### src/rtl/dff_bank_arbiter.sv
// -----------------------------------------------------------------------------
// dff_bank_arbiter
//   Round-robin arbiter in front of one shared W-bit register. Each requester
//   raises its req bit. The arbiter grants one requester for one cycle. At the
//   end of that cycle it writes that requester's wdata slice into q. It then
//   spends one cool-down cycle before it arbitrates again, so grants are at
//   least three cycles apart.
//
//   Optional feature, enabled when the macro ARB_LOCK_EN is defined:
//     a lock input. While lock is high during a grant cycle, the same
//     requester keeps the grant, q reloads every cycle and the round-robin
//     pointer does not advance.
//
// Ports
//   clk    in  1      rising-edge clock
//   rst    in  1      synchronous active-high reset
//   lock   in  1      hold current grant (only when ARB_LOCK_EN is defined)
//   req    in  N      level request, bit i = requester i
//   wdata  in  N*W    packed write data, requester i at [i*W +: W]
//   gnt    out N      registered one-hot grant
//   q      out W      shared register contents
//   busy   out 1      registered, high whenever the FSM is not in IDLE
// -----------------------------------------------------------------------------
module dff_bank_arbiter #(
  parameter int N = 4,
  parameter int W = 8
) (
  input  logic           clk,
  input  logic           rst,
`ifdef ARB_LOCK_EN
  input  logic           lock,
`endif
  input  logic [N-1:0]   req,
  input  logic [N*W-1:0] wdata,
  output logic [N-1:0]   gnt,
  output logic [W-1:0]   q,
  output logic           busy
);

  localparam int PW = (N > 1) ? $clog2(N) : 1;

  typedef enum logic [1:0] {
    IDLE  = 2'd0,
    GRANT = 2'd1,
    COOL  = 2'd2
  } state_t;

  state_t        r_state;
  state_t        w_state_nxt;
  logic [PW-1:0] r_ptr;
  logic [PW-1:0] r_win;
  logic [PW-1:0] w_win_nxt;
  logic [PW-1:0] w_pick;
  logic [PW-1:0] w_idx;
  logic          w_found;
  logic          w_hold;
  logic [N-1:0]  r_gnt;
  logic [N-1:0]  w_gnt_nxt;
  logic [W-1:0]  r_q;
  logic          r_busy;

  // Compute (v + 1) mod N for pointer and search index arithmetic.
  function automatic logic [PW-1:0] wrap_inc(input logic [PW-1:0] v);
    logic [PW-1:0] r;
    if (v == PW'(N - 1)) begin
      r = {PW{1'b0}};
    end else begin
      r = v + PW'(1);
    end
    return r;
  endfunction

`ifdef ARB_LOCK_EN
  assign w_hold = lock;
`else
  assign w_hold = 1'b0;
`endif

  // Round-robin search: the first requester with req high, starting at r_ptr
  // and wrapping from N-1 back to 0.
  always_comb begin
    w_found = 1'b0;
    w_pick  = r_ptr;
    w_idx   = r_ptr;
    for (int k = 0; k < N; k++) begin
      if (!w_found && req[w_idx]) begin
        w_found = 1'b1;
        w_pick  = w_idx;
      end else begin
        w_found = w_found;
      end
      w_idx = wrap_inc(w_idx);
    end
  end

  // Next-state, next-winner and next-grant decode.
  always_comb begin
    w_state_nxt = r_state;
    w_win_nxt   = r_win;
    w_gnt_nxt   = {N{1'b0}};
    case (r_state)
      IDLE: begin
        if (w_found) begin
          w_state_nxt = GRANT;
          w_win_nxt   = w_pick;
          w_gnt_nxt   = {{(N-1){1'b0}}, 1'b1} << w_pick;
        end else begin
          w_state_nxt = IDLE;
        end
      end
      GRANT: begin
        // A locked grant re-enters GRANT with the same winner. The write that
        // ends this cycle still happens in the sequential block below.
        if (w_hold) begin
          w_state_nxt = GRANT;
          w_gnt_nxt   = r_gnt;
        end else begin
          w_state_nxt = COOL;
        end
      end
      COOL: begin
        w_state_nxt = IDLE;
      end
      default: begin
        w_state_nxt = IDLE;
      end
    endcase
  end

  // State, grant, busy, pointer and shared-register updates. Reset
  // takes priority over the write of a GRANT cycle.
  always_ff @(posedge clk) begin
    if (rst) begin
      r_state <= IDLE;
      r_gnt   <= {N{1'b0}};
      r_q     <= {W{1'b0}};
      r_busy  <= 1'b0;
      r_ptr   <= {PW{1'b0}};
      r_win   <= {PW{1'b0}};
    end else begin
      r_state <= w_state_nxt;
      r_gnt   <= w_gnt_nxt;
      r_busy  <= (w_state_nxt != IDLE);
      r_win   <= w_win_nxt;
      if (r_state == GRANT) begin
        r_q <= wdata[int'(r_win)*W +: W];
        if (!w_hold) begin
          r_ptr <= wrap_inc(r_win);
        end
      end
    end
  end

  assign gnt  = r_gnt;
  assign q    = r_q;
  assign busy = r_busy;

endmodule

### config.mk
export PLATFORM = sky130hd
export DESIGN_NAME = dff_bank_arbiter
export DESIGN_NICKNAME = d
export VERILOG_FILES = /design/src/rtl/dff_bank_arbiter.sv
export SDC_FILE = /design/constraint.sdc
export NUM_CORES = 1
export LEC_CHECK = 0
export ABC_AREA = 1
export CORE_UTILIZATION = 46
export DETAILED_ROUTE_END_ITERATION = 12
export PLACE_DENSITY = 0.95
export SLEW_MARGIN = 10
export SYNTH_ARGS = -nofsm -noshare
export SYNTH_HDL_FRONTEND = slang
export SYNTH_SLANG_ARGS = --single-unit
export TNS_END_PERCENT = 20
### constraint.sdc
create_clock -name clk -period 4.13 [get_ports clk]
set_clock_uncertainty 0.1 [all_clocks]
set_input_delay 0.6195 -clock clk [delete_from_list [all_inputs] [get_ports clk]]
set_output_delay 0.6195 -clock clk [all_outputs]
set_load 0.1 [all_outputs]
## Word-level counts from Yosys, hierarchy flattened

Index checks and enable logic that the tools add are counted.

- Word-level logic and storage cells: 54
- Register bits after elaboration: 19
- Bits of input ports: 38
- Output and inout bits: 13

- Reductions and logical operators: 10
- Multiplexer cells: 21
- $add $sub $neg: 4
- Magnitude comparators: 4
- Shift operators: 2
- Eq/ne operators: 5
- Bitwise operators: 2

Operators by type and width:

| cell | number |
|---|---|
| variable part select 32 x 6 -> 8 bit | 1 |
| 2-to-1 mux 2 bit | 7 |
| < comparator 2 x 3 -> 1 bit, second input constant | 4 |
| 2-to-1 mux 1 bit | 9 |
| adder 2 x 1 -> 2 bit, second input constant | 4 |
| binary-select mux 1 bit (select 2 bit) | 4 |
| == test 2 bit, second input constant | 4 |
| case mux 2 bit (2 select lines) | 1 |
| left shift 1 x 2 -> 4 bit, first input constant | 1 |
| logical AND 1 bit | 3 |
| zero test 1 bit | 3 |
| OR reduction 3 bit | 1 |
| == test 2 x 1 -> 1 bit, second input constant | 1 |
| zero test 2 bit | 1 |
| inverter 1 bit | 2 |
| AND reduction 2 bit | 1 |
| nonzero test 2 bit | 1 |

## Longest topological paths before layout

Gate-level depths: netlist of run 1.

- Depth after elaboration: 15
- Depth in mapped cells: 15
- Gate-level depth less buffers: 15

## Least setup slack after synthesis of run 1

OpenSTA, ideal clock, no wires.

- Kind: reg2reg
- From: register r_ptr[0]
- To: register r_win[1]
- Arrival time: 1.574 ns
- Library setup time: 0.115 ns
- Buffers on the path: 0
- Data required time: 3.915 ns
- Path slack: 2.340 ns
- Period minus slack after synthesis: 1.790 ns
- Stages on the path, launching flop included: 12
- Cell sequence: dfxtp_1 ha_1 inv_2 nand2_2 nand2_1 nor2_1 nor2_2 nand3_2 nand3_1 nand2_1 nand2_1 nand2_1

- Longest elaborated chain between the ends: 13
- Elaborated cells between the ends (all ways): 31
- Those cells by class: 3 x add/sub; 3 x eq/ne; 18 x mux; 7 x reduce/logical

RTL lines:

| element | RTL line | source |
|---|---|---|
| start: declaration | 50 | `logic [PW-1:0] r_ptr;` |
| start signal: assignment | 138 | `r_ptr <= {PW{1'b0}};` |
| start signal: assignment | 148 | `r_ptr <= wrap_inc(r_win);` |
| parallel branches: the longest is 13 deep, another holds adder 2 x 1 -> 2 bit | -- |  |
| end signal: assignment | 139 | `r_win <= {PW{1'b0}};` |
| end signal: assignment | 144 | `r_win <= w_win_nxt;` |
| end: declaration | 51 | `logic [PW-1:0] r_win;` |

Several ways; the timed one is not identified. The select of a mux whose other input is x is not followed.
A chain may end at the register's enable or synchronous reset.

## Worst setup path after layout of run 1

- From: register r_q[7], in the netlist q[7]
- To: output port q[7]

RTL lines:

| element | RTL line | source |
|---|---|---|
| start: declaration | 59 | `logic [W-1:0] r_q;` |
| start signal: assignment | 136 | `r_q <= {W{1'b0}};` |
| start signal: assignment | 146 | `r_q <= wdata[int'(r_win)*W +: W];` |
| end: declaration | 36 | `output logic [W-1:0] q,` |

No word-level cell between the ends.

==> impl_metrics.py, run 1 <==
metrics = {
    "status": {
        "status": "completed",
    },
    "floorplan": {
        "initial_core_util": 0.493,
        "die_x_um": 53.8,
        "core_area_um2": 2500,
        "rows": 18,
        "ioPinCount": 51,
        "dieArea_um2": 2890,
        "fp.dieH_um": 53.8,
    },
    "setup_path": {
        "setup.worst_path.end_class": "output port",
        "crit_chain": "clkdlybuf4s50_1",
        "crit_fanout": 2,
        "path_buf_inv": 1,
        "start_kind": "register",
        "crit_family": "buffers and inverters",
        "cpPeakStageDelay_ns": 1.14,
        "crit_path_top_delay_cell": "clkdlybuf4s50_1",
        "worstPathArrival_ns": 1.82,
        "critical_path_class": "register to output port",
        "crit_required_ns": 3.41,
    },
    "timing": {
        "rsz0062_at_grt": "no",
        "clock.fmax_mhz": 393,
        "setup_tns_ns": 0,
        "fin_crit_sh": 0.615,
        "hold_violations": 0,
        "tightest_slew_ns": 0.986,
        "setup_ws_ns": 1.59,
        "slew_viol_final": 0,
        "setup_viol": 0,
        "fin_crit_ns": 2.54,
        "relSlewSlack": 0.340,
    },
    "drt": {
        "routed_wl_mm": 3.08,
        "wl_per_cell_um": 12.1,
        "drt-pass1-iter-count": 6,
        "vias_per_cell": 5.25,
        "vias": 1338,
        "ant_nets": 0,
        "drc": 0,
        "drtIter0Drc": 28,
    },
    "synthesis": {
        "synth_top_area_share": 0.308,
        "syn_inst": 176,
        "synthTopCellsByArea": "dfxtp_1 31%, nand2_1 8.5%, nor2_1 7.3%",
        "synth_cell_types": 25,
        "synth_area_um2": 1230,
        "syn-num-nets": 216,
        "synth-seq-area-share": 0.308,
        "yosysWarningCount": 0,
        "synth_area_per_cell_um2": 7.01,
        "synth_seq_cells": 19,
        "yosys.area.top_type": "dfxtp_1",
    },
    "power_and_ir_drop": {
        "leakagePower_nw": 0.807,
        "internal_power_mw": 0.569,
        "p_sw_mw": 0.799,
        "cellPowerDensity_nw_per_um2": 769,
        "clock_power_share": 0.071,
        "power_mw": 1.37,
        "ir_worst_vdd_v": 0.000606,
        "switching_share": 0.584,
        "p_comb_frac": 0.705,
        "seqPwrFrac": 0.224,
    },
    "cts": {
        "cts_tree": "built",
        "numClockSinks": 19,
        "clock_latency_ns": 0.31,
        "root_buffer": "clkbuf_4",
        "cts_buffers": 3,
        "cts_buffer_depth": 2,
        "htreeDepth": 1,
        "postCtsSetupBuffers": 0,
        "clk_pin_slew_ns": 0.12,
        "cts_resized": 0,
        "ctsHoldBuffers": 0,
    },
    "layout": {
        "final_cell_mix": "50 x clkdlybuf4s50_1, 28 x nand2_1, 24 x nor2_1",
        "num_antenna_cells": 0,
        "nNetsFinal": 266,
        "drive_gt1_frac": 0.124,
        "layout_commonest_cell": "clkdlybuf4s50_1",
        "fin_cells": 255,
        "post-route-util": 0.712,
        "syn2layout_area_growth_pct": 44.2,
    },
    "placement": {
        "pre_cts_slack_ns": 1.94,
        "gp_congestion": 0.832,
        "io_buffers": 50,
        "place_inst": 251,
        "hpwl_mm": 2.39,
    },
    "global_route": {
        "antenna_found_initial": 0,
        "grt_overflow": 0,
        "grt_max_degree": 20,
        "grt_pass1_wl_mm": 4.60,
        "grt_pass1_vias": 1092,
        "grt_usage": 0.218,
    },
    "hold_path": {
        "hp-class": "register to register",
    },
    "job": {
        "maxCapViolations": 0,
    },
}
## tightest hold or removal path: stages (launching register included)
cell and delay [ns]:
dfxtp_1 0.34, o221ai_1 0.12, inv_1 0.06
## power groups by stage
| stage | Sequential, mW | Combinational, mW | Clock [mW] |
|---|---|---|---|
| 6_report | 0.306 | 0.965 | 0.0971 |
| 5_1_grt | 0.314 | 1.04 | 0.104 |
| 4_1_cts | 0.305 | 0.965 | 0.100 |
| 3_5_place_dp | 0.310 | 0.962 | 0 |
| 3_3_place_gp | 0.308 | 0.947 | 0 |
| 2_1_floorplan | 0.572 | 0.499 | 0 |
## worst paths after layout
| path | from | to | slack [ns] | cells past startpoint |
|---|---|---|---|---|
| worst min register to register | q[3] | q[3] | 0.44 | 2 |
| worst min-delay path | q[3] | q[3] | 0.44 | 2 |
| worst max register to register | r_win[0] | q[0] | 1.97 | 5 |
| worst max-delay path | q[7] | q[7] | 1.59 | 1 |
## cell families (layout without fill, tap and decap cells)
logic type                 Yosys count  in the layout  share of synthesized area
buffers and inverters               30             79                     0.0943
adders and majority gates            2              2                     0.0203
DFF                                 19             19                      0.308
AOI/OAI and AO/OA                   31             31                      0.156
muxes                                8              8                     0.0649
and+or+nand+nor                     86             86                      0.356
## synthesized netlist by cell type
cell	number
a21oi_1	3
buf_2	1
clkbuf_1	4
clkinv_1	1
dfxtp_1	19
ha_1	2
inv_1	19
inv_2	4
inv_4	1
mux2i_1	8
nand2_1	28
nand2_2	7
nand2_4	3
nand3_1	14
nand3_2	4
nand4_1	2
nor2_1	24
nor2_2	2
nor2_4	1
nor2_8	1
o21ai_0	17
o21ai_1	1
o21ai_2	1
o221ai_1	8
o41ai_1	1
## registers in the layout, indices dropped and copies added (netlist names)
| signal | count |
|---|---|
| r_state | 2 |
| gnt | 4 |
| busy | 1 |
| q | 8 |
| r_ptr | 2 |
| r_win | 2 |
## metrics by stage
stage               cell area, um2  hold WS, ns
floorplan                     1230        0.381
global placement              1750        0.405
detailed placement            1750        0.412
CTS                           1780        0.438
global route                  1780        0.477
finish                        1780        0.436
## area by class of cell
class / instances / area, um2
fillers: 190 / 721
clock buffers: 3 / 22.5
repair buffers: 50 / 500
clock inverters: 1 / 5.00
well taps: 30 / 37.5
inverters: 25 / 96.3
multi-input cells: 127 / 737
flip-flops and latches: 19 / 380
## routing by layer
metal / routed length (um) / track usage
met1: 1410 / 0.269
met2: 1530 / 0.368
met3: 117 / 0.0537
met4: 21 / 0.0658
met5: 0 / 0
Power figures use the tool's default switching activity.
==> run 2: changes to the inputs <==
Settings changed: CORE_UTILIZATION 46 to 38, PLACE_DENSITY 0.95 to 0.87.
Clock period 4.13 ns to 2.1 ns, I/O delays scaled along.
==> run 2 against run 1 <==
Against the previous run:
- clock-buffer cell count is the same
- via count shrank 1.9%
- sequential power grew 89%
- global-route usage shrank 3.1 points
- sequential share of layout area grew 0.11 points
- die area grew 20%
==> impl_metrics.py, run 2 (same netlist as run 1, synthesis figures left out) <==
metrics = {
    "global_route": {
        "grtUsageMet2": 0.321,
        "grt_pass1_wl_mm": 4.94,
        "antenna_found_initial": 0,
        "busiest_layer": "met2",
        "grt_max_degree": 19,
        "grt.met1_usage": 0.229,
        "grt_use_met3": 0.0349,
        "grt_overflow": 0,
        "grt_pass1_vias": 1161,
        "grt_usage": 0.186,
    },
    "layout": {
        "largest_reg_flops": 8,
        "fin_cells": 271,
        "layout_commonest_cell": "clkdlybuf4s50_1",
        "syn2layout_area_growth_pct": 44.9,
        "post-route-util": 0.581,
        "final_cell_mix": "37 x clkdlybuf4s50_1, 28 x nand2_1, 24 x nor2_1",
        "drive_gt1_frac": 0.198,
        "num_antenna_cells": 0,
        "nNetsFinal": 268,
    },
    "power_and_ir_drop": {
        "leakagePower_nw": 0.838,
        "cellPowerDensity_nw_per_um2": 1510,
        "ir_worst_vdd_v": 0.000522,
    },
    "drt": {
        "routed_wl_mm": 3.01,
        "ant_nets": 0,
        "wl_per_cell_um": 11.1,
        "drc": 0,
        "drtIter0Drc": 47,
        "vias": 1312,
        "vias_per_cell": 4.84,
        "drt-pass1-iter-count": 5,
    },
    "setup_path": {
        "critical_path_class": "register to register",
        "rrSetupSlack_ns": 0.22,
        "cp_common_cell": "nand2_1",
        "crit_family": "simple AND/OR/NAND/NOR gates",
        "r2r-start": "r_ptr[0]",
        "cpPeakStageDelay_ns": 0.38,
        "worstPathArrival_ns": 1.99,
        "r2r-end": "gnt[1]",
        "crit_fanout": 7,
        "crit_required_ns": 2.21,
        "crit_chain": "ha_2, inv_1, nand2_4, nand2_1, nand2_2, o21ai_1, inv_1, nand3_2, nand2_1, nand2_1, nand2_2, inv_2, nor2_1",
        "path_buf_inv": 3,
        "reg2reg_depth": 13,
        "setup.worst_path.end_class": "register",
        "crit_path_top_delay_cell": "dfxtp_4",
        "start_kind": "register",
    },
    "cts": {
        "clk_pin_slew_ns": 0.10,
        "htreeDepth": 1,
        "cts_buffers": 3,
        "root_buffer": "clkbuf_4",
        "cts_tree": "built",
        "numClockSinks": 19,
        "cts_buffer_depth": 2,
        "clock_latency_ns": 0.30,
    },
    "floorplan": {
        "initial_core_util": 0.401,
        "core_area_um2": 3080,
        "dieArea_um2": 3480,
        "fp.dieH_um": 59.0,
        "rows": 20,
        "die_x_um": 59.0,
        "ioPinCount": 51,
    },
    "timing": {
        "fin_crit_ns": 1.88,
        "setup_tns_ns": 0,
        "tightest_slew_ns": 0.606,
        "relSlewSlack": 0.595,
        "rsz0062_at_grt": "no",
        "setup_ws_ns": 0.217,
        "slew_viol_final": 0,
        "fin_crit_sh": 0.897,
        "setup_viol": 0,
        "clock.fmax_mhz": 531,
        "whs_ns": 0.436,
        "hold_violations": 0,
    },
    "hold_path": {
        "hp-class": "register to register",
        "hp-start": "r_ptr[1]",
        "min_to": "r_ptr[1]",
        "holdPathStages": 2,
    },
    "placement": {
        "gp_congestion": 0.822,
        "io_buffers": 50,
        "pre_cts_slack_ns": 0.0609,
        "hpwl_mm": 2.42,
        "place_inst": 267,
    },
    "job": {
        "maxCapViolations": 0,
    },
    "status": {
        "status": "completed",
    },
}
run 2: cell count changes in the layout (fill, tap and decap cells not counted):
cell             delta
inv_2               -1
dfxtp_4             +1
ha_2                +1
ha_1                -1
clkdlybuf4s50_1    -13
dfxtp_1             -1
buf_4              +15
inv_4               +1
run 2: layout make-up:
type / instances / area, um2
repair buffers: 52 / 483
flip-flops and latches: 19 / 384
well taps: 44 / 55.1
inverters: 25 / 98.8
clock buffers: 3 / 22.5
multi-input cells: 127 / 739
fillers: 292 / 1290
clock inverters: 1 / 5.00
run 2: worst min-delay path, delay by kind of cell, from the launching register on:
family	cells	cell delay, ns
AOI/OAI and AO/OA	1	0.07
buffers and inverters	1	0.09
DFF	1	0.34
run 2: where the power goes:
part           total [mW]  internal (mW)  switching [mW]
registers           0.578          0.485          0.0933
logic                1.94          0.564            1.37
clock network       0.181         0.0711           0.110
total                2.70           1.12            1.58
run 2: per-stage QoR:
step                      total power [mW]  cell area, um2
after floorplan                       2.11            1230
after global placement                2.48            1750
after detailed placement              2.51            1750
after CTS                             2.69            1780
after global routing                  2.93            1790
final                                 2.70            1790
run 2: layer usage:
layer | part of all wire | up-vias | routed length (um)
li1 | - | 687 | -
met1 | 0.45 | 597 | 1340
met2 | 0.50 | 23 | 1510
met3 | 0.037 | 5 | 110
met4 | 0.016 | 0 | 49
met5 | 0 | - | 0
run 2: worst max path at each step:
stage	from	cells past startpoint	to	slack, ns
after floorplan	r_ptr[0]	11	r_win[1]	0.31
after global placement	r_ptr[0]	12	gnt[3]	0.11
after detailed placement	r_ptr[0]	12	gnt[1]	0.06
after CTS	r_ptr[0]	12	gnt[1]	0.05
after global routing	r_ptr[0]	12	gnt[1]	0.03
final	r_ptr[0]	13	gnt[1]	0.22
run 2: timing repair:
item,4_1_cts,5_1_grt
gates resized for setup,0,4
setup endpoints to repair,0,6
hold buffers,0,0
setup buffers,0,0
